===== config.mk =====
export PLATFORM = sky130hd
export DESIGN_NAME = uart_tx_fifo_drain
export DESIGN_NICKNAME = d
export VERILOG_FILES = /design/src/rtl/uart_defs.sv /design/src/rtl/uart_baud_cnt.sv /design/src/rtl/uart_tx_fifo_drain.sv
export SDC_FILE = /design/constraint.sdc
export NUM_CORES = 1
export LEC_CHECK = 0
export ABC_AREA = 0
export CORE_MARGIN = 10
export CORE_UTILIZATION = 46
export CTS_BUF_LIST = sky130_fd_sc_hd__clkbuf_8
export DETAILED_ROUTE_END_ITERATION = 12
export GPL_TIMING_DRIVEN = 0
export PLACE_DENSITY = 0.69
export SYNTH_ARGS = -nofsm -noshare
export SYNTH_HDL_FRONTEND = slang
export SYNTH_HIERARCHICAL = 1
export SYNTH_SLANG_ARGS = --single-unit

===== constraint.sdc =====
create_clock -name clk -period 3.55 [get_ports clk]
set_clock_uncertainty 0.2 [all_clocks]
set_input_delay 0.71 -clock clk [delete_from_list [all_inputs] [get_ports clk]]
set_output_delay 0.71 -clock clk [all_outputs]
set_load 0.01 [all_outputs]

===== src/rtl/uart_defs.sv =====
`default_nettype none
// ============================================================================
//  Module      : uart_defs (package)
//  Description : Shared UART definitions: FSM state encoding, frame data
//                width and the default baud divisor (100 MHz / 9600).
//  Revision    : 1.0 - initial release
// ============================================================================
package uart_defs;

  typedef enum logic [1:0] {
    ST_IDLE  = 2'd0,
    ST_START = 2'd1,
    ST_DATA  = 2'd2,
    ST_STOP  = 2'd3
  } uart_state_e;

  localparam int DATA_BITS        = 8;
  localparam int BAUD_DIV_DEFAULT = 10417;

endpackage
`default_nettype wire


===== src/rtl/uart_baud_cnt.sv =====
`default_nettype none
// ============================================================================
//  Module      : uart_baud_cnt
//  Description : Bit-period counter running 0..BAUD_DIV-1. Synchronous clear
//                has priority over enable. tick is high while the count sits
//                at BAUD_DIV-1, i.e. on the last cycle of a bit period.
//  Ports       : clk     - system clock, rising edge
//                reset_n - asynchronous active-low reset
//                clr     - synchronous clear to zero
//                en      - count enable
//                tick    - high when count == BAUD_DIV-1
//  Revision    : 1.0 - initial release
// ============================================================================
module uart_baud_cnt #(
  parameter int BAUD_DIV = 10417
) (
  input  logic clk,
  input  logic reset_n,
  input  logic clr,
  input  logic en,
  output logic tick
);

  localparam int CNT_W = (BAUD_DIV > 1) ? $clog2(BAUD_DIV) : 1;
  localparam logic [CNT_W-1:0] CNT_MAX = CNT_W'(BAUD_DIV - 1);

  logic [CNT_W-1:0] cnt_q;
  logic [CNT_W-1:0] cnt_d;

  always_comb begin
    cnt_d = cnt_q;
    if (clr) begin
      cnt_d = '0;
    end else if (en) begin
      cnt_d = (cnt_q == CNT_MAX) ? '0 : cnt_q + CNT_W'(1);
    end
  end

  always_ff @(posedge clk or negedge reset_n) begin
    if (!reset_n) begin
      cnt_q <= '0;
    end else begin
      cnt_q <= cnt_d;
    end
  end

  assign tick = (cnt_q == CNT_MAX);

endmodule
`default_nettype wire


===== src/rtl/uart_tx_fifo_drain.sv =====
`default_nettype none
// ============================================================================
//  Module      : uart_tx_fifo_drain
//  Description : UART transmitter draining an 8-bit TX FIFO from its read
//                side. Pops the head entry when idle and enabled, then sends
//                it 8N1/8N2, LSB first, at BAUD_DIV clocks per bit.
//  Ports       : clk        - system clock, rising edge
//                reset_n    - asynchronous active-low reset
//                tx_en      - allows a new frame to start (sampled in IDLE)
//                fifo_empty - FIFO empty flag
//                fifo_rdata - FIFO head data (valid while not empty)
//                fifo_pop   - one-cycle pop strobe (combinational)
//                tx         - serial line, idles high (registered)
//                tx_busy    - frame in progress (registered)
//                tx_done    - one-cycle pulse after the last stop bit
//  Revision    : 1.0 - initial release
// ============================================================================
module uart_tx_fifo_drain
  import uart_defs::*;
#(
  parameter int BAUD_DIV  = BAUD_DIV_DEFAULT,
  parameter int STOP_BITS = 1
) (
  input  logic                 clk,
  input  logic                 reset_n,
  input  logic                 tx_en,
  input  logic                 fifo_empty,
  input  logic [DATA_BITS-1:0] fifo_rdata,
  output logic                 fifo_pop,
  output logic                 tx,
  output logic                 tx_busy,
  output logic                 tx_done
);

  localparam int BIT_W = $clog2(DATA_BITS);
  localparam logic [BIT_W-1:0] LAST_BIT  = BIT_W'(DATA_BITS - 1);
  localparam logic             LAST_STOP = 1'(STOP_BITS - 1);

  uart_state_e          state_q,    state_d;
  logic [DATA_BITS-1:0] shift_q,    shift_d;
  logic [BIT_W-1:0]     bit_idx_q,  bit_idx_d;
  logic                 stop_cnt_q, stop_cnt_d;
  logic                 tx_q,       tx_d;
  logic                 busy_q,     busy_d;
  logic                 done_q,     done_d;

  logic                 baud_tick;

  // Counter is held at zero in IDLE so the first bit period starts cleanly
  // on the edge that leaves IDLE.
  uart_baud_cnt #(
    .BAUD_DIV (BAUD_DIV)
  ) u_baud_cnt (
    .clk     (clk),
    .reset_n (reset_n),
    .clr     (state_q == ST_IDLE),
    .en      (state_q != ST_IDLE),
    .tick    (baud_tick)
  );

  // Gated by reset_n so the FIFO is never popped while this block is held
  // in reset (the state already reads IDLE during reset).
  assign fifo_pop = reset_n & (state_q == ST_IDLE) & tx_en & ~fifo_empty;

  always_comb begin
    state_d    = state_q;
    shift_d    = shift_q;
    bit_idx_d  = bit_idx_q;
    stop_cnt_d = stop_cnt_q;
    tx_d       = tx_q;
    busy_d     = busy_q;
    done_d     = 1'b0;
    case (state_q)
      ST_IDLE: begin
        tx_d   = 1'b1;
        busy_d = 1'b0;
        if (fifo_pop) begin
          shift_d    = fifo_rdata;
          bit_idx_d  = '0;
          stop_cnt_d = 1'b0;
          state_d    = ST_START;
          tx_d       = 1'b0;
          busy_d     = 1'b1;
        end
      end
      ST_START: begin
        if (baud_tick) begin
          state_d = ST_DATA;
          tx_d    = shift_q[0];
        end
      end
      ST_DATA: begin
        if (baud_tick) begin
          shift_d   = {1'b0, shift_q[DATA_BITS-1:1]};
          bit_idx_d = bit_idx_q + BIT_W'(1);
          if (bit_idx_q == LAST_BIT) begin
            state_d = ST_STOP;
            tx_d    = 1'b1;
          end else begin
            // Next bit is shift_q[1], which becomes shift_d[0].
            tx_d = shift_q[1];
          end
        end
      end
      ST_STOP: begin
        if (baud_tick) begin
          if (stop_cnt_q == LAST_STOP) begin
            state_d = ST_IDLE;
            busy_d  = 1'b0;
            done_d  = 1'b1;
          end else begin
            stop_cnt_d = stop_cnt_q + 1'b1;
          end
        end
      end
    endcase
  end

  always_ff @(posedge clk or negedge reset_n) begin
    if (!reset_n) begin
      state_q    <= ST_IDLE;
      shift_q    <= '0;
      bit_idx_q  <= '0;
      stop_cnt_q <= 1'b0;
      tx_q       <= 1'b1;
      busy_q     <= 1'b0;
      done_q     <= 1'b0;
    end else begin
      state_q    <= state_d;
      shift_q    <= shift_d;
      bit_idx_q  <= bit_idx_d;
      stop_cnt_q <= stop_cnt_d;
      tx_q       <= tx_d;
      busy_q     <= busy_d;
      done_q     <= done_d;
    end
  end

  assign tx      = tx_q;
  assign tx_busy = busy_q;
  assign tx_done = done_q;

endmodule
`default_nettype wire


## Yosys cells after proc, flatten, opt, wreduce, memory -nomap -nowiden

Index checks and enable logic that the tools add are counted.

| cells by class | value |
|---|---|
| mux-type cells | 32 |
| bitwise gates (word level) | 4 |
| reductions and logical operators | 11 |
| equal/unequal tests | 11 |
| add/subtract/negate cells | 3 |

Operators with widths:

| cell | count |
|---|---|
| 14-bit two-way mux | 3 |
| 8-bit two-way mux | 2 |
| 8-bit one-hot mux with 2 select lines | 1 |
| 14-bit by 1-bit adder with 14-bit output, second input constant | 1 |
| 14-bit == test, second input constant | 1 |
| 1-bit two-way mux | 13 |
| 2-bit two-way mux | 6 |
| 2-bit inequality test, second input constant | 6 |
| 3-bit AND reduction | 4 |
| 2-bit one-hot mux with 4 select lines | 1 |
| 2-bit nonzero test | 4 |
| 3-bit two-way mux | 2 |
| 3-bit one-hot mux with 2 select lines | 1 |
| 6-bit AND reduction | 1 |
| 2-bit == test, second input constant | 2 |
| 1-bit one-hot mux with 2 select lines | 2 |
| 3-bit by 1-bit adder with 3-bit output, second input constant | 1 |
| 1-bit bitwise AND | 3 |
| 3-bit == test, second input constant | 1 |
| 1-bit one-hot mux with 3 select lines | 1 |
| 3-bit nonzero test | 1 |
| 2-bit by 1-bit == test with 1-bit output, second input constant | 1 |
| 2-bit logical NOT | 1 |
| 1-bit adder, second input constant | 1 |
| 1-bit inverter | 1 |

| storage, ports and cells | value |
|---|---|
| register bits after elaboration | 31 |
| logic and storage cells | 69 |
| input bits | 12 |
| output and inout bits | 4 |

## Logic depth before layout (Yosys ltp)

Gate-level depths: netlist of the first run.

| logic depth | value |
|---|---|
| depth after elaboration | 6 |
| depth in mapped cells | 8 |

## Modules after synthesis

The synthesis of the first run kept the hierarchy.

By module, submodules not included:

| module | times used | area each (µm²) | cells an instance |
|---|---|---|---|
| uart_tx_fifo_drain | 1 | 950.9 | 76 |
| uart_baud_cnt | 1 | 807.0 | 85 |

## Worst setup path after synthesis of the first run

No wires, ideal clock.

| path | value |
|---|---|
| kind | register to register |
| start | register u_baud_cnt.cnt_q[0] |
| end | register shift_q[0] |
| data required time | 3225 ps |
| arrival time | 2173 ps |
| stages on the path, launching flop included | 9 |
| slack | 1052 ps |
| path buffers | 1 |
| cells stage by stage | dfrtp_1 -> inv_1 -> ha_1 -> or4b_1 -> nor4_4 -> mux2i_1 -> a21oi_2 -> buf_6 -> mux2_4 |

| on the way | value |
|---|---|
| word-level cells in the longest chain between the ends | 3 |

Ends and longest elaborated chain:

| item | line | source |
|---|---|---|
| from (decl) | uart_baud_cnt.sv:27 | `logic [CNT_W-1:0] cnt_q;` |
| from (signal assigned) | uart_baud_cnt.sv:43 | `cnt_q <= cnt_d;` |
| 14-bit == test | uart_baud_cnt.sv:47 | `assign tick = (cnt_q == CNT_MAX);` |
| named net baud_tick | uart_tx_fifo_drain.sv:47 | `logic baud_tick;` |
| 2-bit inequality test (no line) | -- |  |
| 3-bit AND reduction (no line) | -- |  |
| to (signal assigned) | uart_tx_fifo_drain.sv:130 | `shift_q <= shift_d;` |
| to (decl) | uart_tx_fifo_drain.sv:40 | `logic [DATA_BITS-1:0] shift_q, shift_d;` |

The timed path passes the listed nets, and every way through them passes these cells.
A chain may end at the register's enable or synchronous reset.

## Final worst setup path of the first run

| path | value |
|---|---|
| start | input port reset_n |
| end | output port fifo_pop |

| on the way | value |
|---|---|
| word-level cells in the longest chain between the ends | 3 |

Ends and longest elaborated chain:

| item | line | source |
|---|---|---|
| from (decl) | uart_tx_fifo_drain.sv:25 | `input logic reset_n,` |
| 1-bit bitwise AND (3 in series) | uart_tx_fifo_drain.sv:63 | `assign fifo_pop = reset_n & (state_q == ST_IDLE) & tx_en & ~fifo_empty;` |
| to (decl) | uart_tx_fifo_drain.sv:29 | `output logic fifo_pop,` |

No other way between the ends.

==> metrics.txt, run 1 <==
status=complete, no violations; synth cell count leaders=29 x dfrtp_1, 14 x nor2_1, 11 x inv_1, 10 x ha_1, 10 x nand2_1; CTS tree=yes; Post-DP HPWL=approximately 2700 um; Crit Path Class=input port to output pin; CP required=2.64 ns; flop2flop setup slack=roughly 0.78 ns; Yosys top cell area share=41.28%; fmax=just over 300 MHz; Final period util=between 90% and 100%; Startpoint Class=input port; Placed Area=around 2000 um^2; core area=between 3000 and 4000 um^2; main flop type after synthesis=dfrtp_1; via/cell ratio=between 5 and 6; die area=around 6700 um^2; CTS Buffer Depth=2; most frequent cell after synthesis=dfrtp_1; vias in the first global route=1393; initial core utilization=between 40% and 50%; Synth async-reset ratio=100.0%; nets=205; total congestion overflow=0; post-route cell area=2049 um^2; antenna violations before repair=0; Synth cell types=44; ant diodes=0; EDFF count, synth=0; leakage dissipation=0.9125 nW; First DRT Iteration DRCs=~120; CTS HTree Levels=2; IO Port Bufs=15; io pins=16; Chip Height=about 82 um; worst slew pin tran=0.7809 ns; area leader, netlist=dfrtp_1; Slew Limit Headroom=a little under half; pin count of the biggest net entering global routing=33; Area contributors post-synth=dfrtp_1 41%, ha_1 7.1%, mux2_4 6.0%, mux2_2 5.8%, nor2_1 3.0%; VDD IR max=about 0.21 mV; setup TNS=0 ns; dpl cells=between 200 and 250; DRT Pass-1 Iters=4; Crit. End Element=output pin; Hold Fails Final Rpt=0; register area share after synthesis=between 40 and 50%; first-pass GRT wire length=6417 um; Synth Area per Inst=10.92 um^2; via count=about 1300; Syn. warnings=6; GP Congestion=between 0.8 and 0.9; Max FO, Critical Path=32; Remaining DRCs=0; Total Routed Length=between 3000 and 4000 um; PnR worst setup slack=0.2389 ns; power density over the cells=approximately 310 nW/um^2; CTS clk-pin slew, worst paths=about 0.06 ns; RSZ-0062 raised after global routing=no; Syn Nets=between 150 and 200; mapped cell area=roughly 1800 um^2; setup violators final=0; flop and latch count out of synthesis=30; total of max-cap violations=0; cell row count=22; All-Layer GR Usage=about an eighth; Post-Synthesis Cells=between 150 and 200; dpl ws=-0.6638 ns; Final ANT Viol Nets=0; Clock Sinks=30; hold path cells=1; P&R area growth vs syn=16.58%; Worst EP arrival=approximately 2.4 ns; CTS Buf Count=5; Overall Power=about 0.63 mW; hold crit path type=flip-flop to flip-flop; Routed WL per cell=15.59 um; setup bufs post-CTS=0; Worst-Skew Late Latency=0.28 ns; fin crit period=around 3.3 ns; ratio of cells with drive above 1 in the final layout=around 18%; Die X-Extent=a little over 80 um; Hold Slack=about 0.31 ns; Slew Limit Fails=0; CTS root buffer=clkbuf_8; fin util=between 50% and 60%; r2r worst-path depth=8; final non-filler cell total=approximately 230
==> metal layers <==
metal  track usage, %  part of all wire [%]  wire length, um  vias up
li1                 -                     -                -      623
met1            13.81                    43             1566      646
met2            20.45                    51             1833       24
met3            4.803                   4.3              154        9
met4            4.422                   1.7               63        0
met5                0                     0                0        -
==> final cells by class <==
type / instances / area (um^2)
tap: 48 / 60.06
clock buffer: 5 / 68.82
clock inverter: 3 / 11.26
inverter: 11 / 41.29
timing repair buffer: 15 / 151.4
sequential: 30 / 752.0
fill: 363 / 1639
multi-input combinational: 117 / 930.9
buffer: 3 / 33.78
==> worst max-delay path, stage by stage <==
cell and delay (ns):
clkdlybuf4s15_2 0.69, and4b_1 0.41, clkdlybuf4s50_1 0.58
==> sequential cells by signal, indices dropped and copies added (netlist names) <==
signal            flops
u_baud_cnt/cnt_q     14
tx_done               1
tx                    1
tx_busy               1
bit_idx_q             3
shift_q               8
state_q               2
==> power breakdown <==
| part | internal, mW | switching, mW | total [mW] |
|---|---|---|---|
| Sequential | 0.346 | 0.00252 | 0.349 |
| Combinational | 0.0186 | 0.0111 | 0.0298 |
| Clock | 0.130 | 0.126 | 0.256 |
| Total | 0.495 | 0.139 | 0.634 |
==> cells in the final DEF (no fill, tap or decap), types with 5 or more instances in the layout <==
cell	n
nand2_1	10
o21ai_0	6
clkdlybuf4s50_1	14
xnor2_1	5
inv_1	14
mux2_2	9
nor3_1	6
clkbuf_8	5
dfrtp_1	29
ha_1	10
mux2_4	7
nor2_1	14
==> path summary, 6_finish.rpt <==
| path | end | from |
|---|---|---|
| max | fifo_pop | reset_n |
| min | shift_q[6]$_DFFE_PN0P_ | shift_q[6]$_DFFE_PN0P_ |
| max reg2reg | shift_q[0]$_DFFE_PN0P_ | u_baud_cnt/cnt_q[0]$_DFFE_PN0P_ |
| min reg2reg | shift_q[6]$_DFFE_PN0P_ | shift_q[6]$_DFFE_PN0P_ |
| max in group asynchronous | state_q[0]$_DFFE_PN0P_ | reset_n |
| min in group asynchronous | u_baud_cnt/cnt_q[10]$_DFFE_PN0P_ | reset_n |
==> timing repair <==
| item | CTS | global route |
|---|---|---|
| endpoints found under the setup margin | 1 | 0 |
| gates resized for setup | 3 | 0 |
| hold buffers | 0 | 0 |
==> cells by family after synthesis <==
kind of cell | synth area share [%]
fa+ha+maj | 7.117
simple gates | 15.87
xor+xnor | 3.488
compound gates | 12.46
flops | 42.78
buf+inv | 4.270
mux | 14.02
Power figures use the tool's default switching activity.
==> run 2: changes to the inputs <==
- CORE_MARGIN: 10 -> unset
- PLACE_DENSITY: 0.69 -> unset
- PLACE_DENSITY_LB_ADDON: unset -> 0.08
==> metrics.txt, run 2 (synthesized netlist as in run 1, its figures left out) <==
CTS Buf Count=5; status=complete, no violations; first-pass GRT wire length=between 6000 and 7000 um; dpl cells=approximately 220; Critical-path top delay cell=clkdlybuf4s50_1; Chip Height=around 64 um; ratio of cells with drive above 1 in the final layout=between 10% and 20%; Routed WL per cell=about 15 um; First DRT Iteration DRCs=between 100 and 150; Clock Sinks=30; CTS clk-pin slew, worst paths=approximately 0.07 ns; DRT Pass-1 Iters=4; pin count of the biggest net entering global routing=33; VDD IR max=approximately 0.24 mV; Placed Area=just under 2000 um^2; Top reg by flops=u_baud_cnt/cnt_q; via count=between 1000 and 1500; Largest stage delay, worst path=around 0.58 ns; CTS HTree Levels=2; CTS tree=yes; Crit. End Element=output pin; setup violators final=0; Overall Power=0.7170 mW; via/cell ratio=between 5 and 6; fin crit period=~3.2 ns; GP Congestion=0.8176; worst slew pin tran=0.7078 ns; dpl ws=~0.3 ns; post-route cell area=2072 um^2; Remaining DRCs=0; CP required=about 2.6 ns; PnR worst setup slack=0.3739 ns; CTS Buffer Depth=2; Slew Limit Headroom=a little over half; largest registers=u_baud_cnt/cnt_q: 14 flops, shift_q: 8 flops, bit_idx_q: 3 flops; most common cell after layout, fill and taps aside=dfrtp_1; IO Port Bufs=15; setup TNS=0 ns; final non-filler cell total=~230; initial core utilization=48.02%; Final period util=89.47%; hold_buf cts=0; All-Layer GR Usage=19.51%; commonest non-fill, non-tap cells in the layout=29 x dfrtp_1, 14 x nor2_1, 14 x clkdlybuf4s50_1, 11 x inv_1; total congestion overflow=0; io pins=16; setup bufs post-CTS=0; Largest register FFs=14; CTS root buffer=clkbuf_8; die area=just over 4000 um^2; ant diodes=0; vias in the first global route=between 1000 and 1500; power density over the cells=between 300 and 400 nW/um^2; Hold Fails Final Rpt=0; Post-DP HPWL=2454 um; antenna violations before repair=0; Cell Chain, Critical Path=buf_2 > and4b_1 > clkdlybuf4s50_1; nets=205; Total Routed Length=3401 um; Worst EP arrival=~2.3 ns; core area=between 3000 and 4000 um^2; Die X-Extent=approximately 64 um; P&R area growth vs syn=17.86%; leakage dissipation=approximately 0.92 nW; cell row count=22; Crit Path Class=input port to output pin; total of max-cap violations=0; fmax=between 300 and 400 MHz; Final ANT Viol Nets=0; Startpoint Class=input port; Worst-Skew Late Latency=about 0.28 ns; RSZ-0062 raised after global routing=no; post-CTS sizing=0; Max FO, Critical Path=32; Slew Limit Fails=0; hold crit path type=input port to asynchronous set/reset pin
[run 2: cell count changes in the layout (fill, tap and decap cells not counted), sizes merged]
cell,previous run,this run
inv,14,11
clkinv,0,2
bufinv,0,1
clkdlybuf4s15,1,0
buf,3,4
[run 2: where the power goes]
part           leakage, nW  switching (mW)  internal (mW)
Combinational        0.496          0.0109         0.0182
Sequential           0.364         0.00255          0.346
Clock               0.0579           0.133          0.206
[run 2: final timing paths]
| path | endpoint | depth (start not counted) | slack [ns] | startpoint |
|---|---|---|---|---|
| min in group clk | shift_q[2]$_DFFE_PN0P_ | 1 | 0.32 | shift_q[2]$_DFFE_PN0P_ |
| setup reg to reg | shift_q[5]$_DFFE_PN0P_ | 8 | 0.81 | u_baud_cnt/cnt_q[0]$_DFFE_PN0P_ |
| hold / removal | u_baud_cnt/cnt_q[7]$_DFFE_PN0P_ | 1 | 0.27 | reset_n |
| setup / recovery | fifo_pop | 3 | 0.37 | reset_n |
| hold reg to reg | shift_q[2]$_DFFE_PN0P_ | 1 | 0.32 | shift_q[2]$_DFFE_PN0P_ |
| max in group asynchronous | state_q[0]$_DFFE_PN0P_ | 1 | 2.42 | reset_n |
[run 2: cell type report]
cell class | count | area (um^2)
Clock buffer | 5 | 68.82
Buffer | 3 | 33.78
Inverter | 11 | 41.29
Clock inverter | 3 | 40.04
Timing Repair Buffer | 15 | 145.1
Multi-Input combinational cell | 117 | 930.9
Fill cell | 323 | 1589
Tap cell | 48 | 60.06
Sequential cell | 30 | 752.0
[run 2: per-stage QoR]
stage               utilization, %  hold slack (ns)
floorplan                        -           0.2144
global placement             53.76           0.2912
detailed placement           53.62           0.3039
CTS                          56.60           0.3042
global route                 56.60           0.3285
finish                       56.60           0.2704
[run 2: critical path: cells and delay by family]
family	cells	cell delay (ns)
buffers and inverters	2	1.13
and+or+nand+nor	1	0.42
[run 2: metal layers]
| metal | global-route usage, % | vias up | wire [um] | part of all wire [%] |
|---|---|---|---|---|
| met5 | 0 | - | 0 | 0 |
| met4 | 8.523 | 0 | 51 | 1.5 |
| met3 | 3.750 | 6 | 79 | 2.3 |
| met2 | 34.04 | 23 | 1790 | 53 |
| met1 | 23.12 | 613 | 1480 | 44 |
| li1 | - | 623 | - | - |
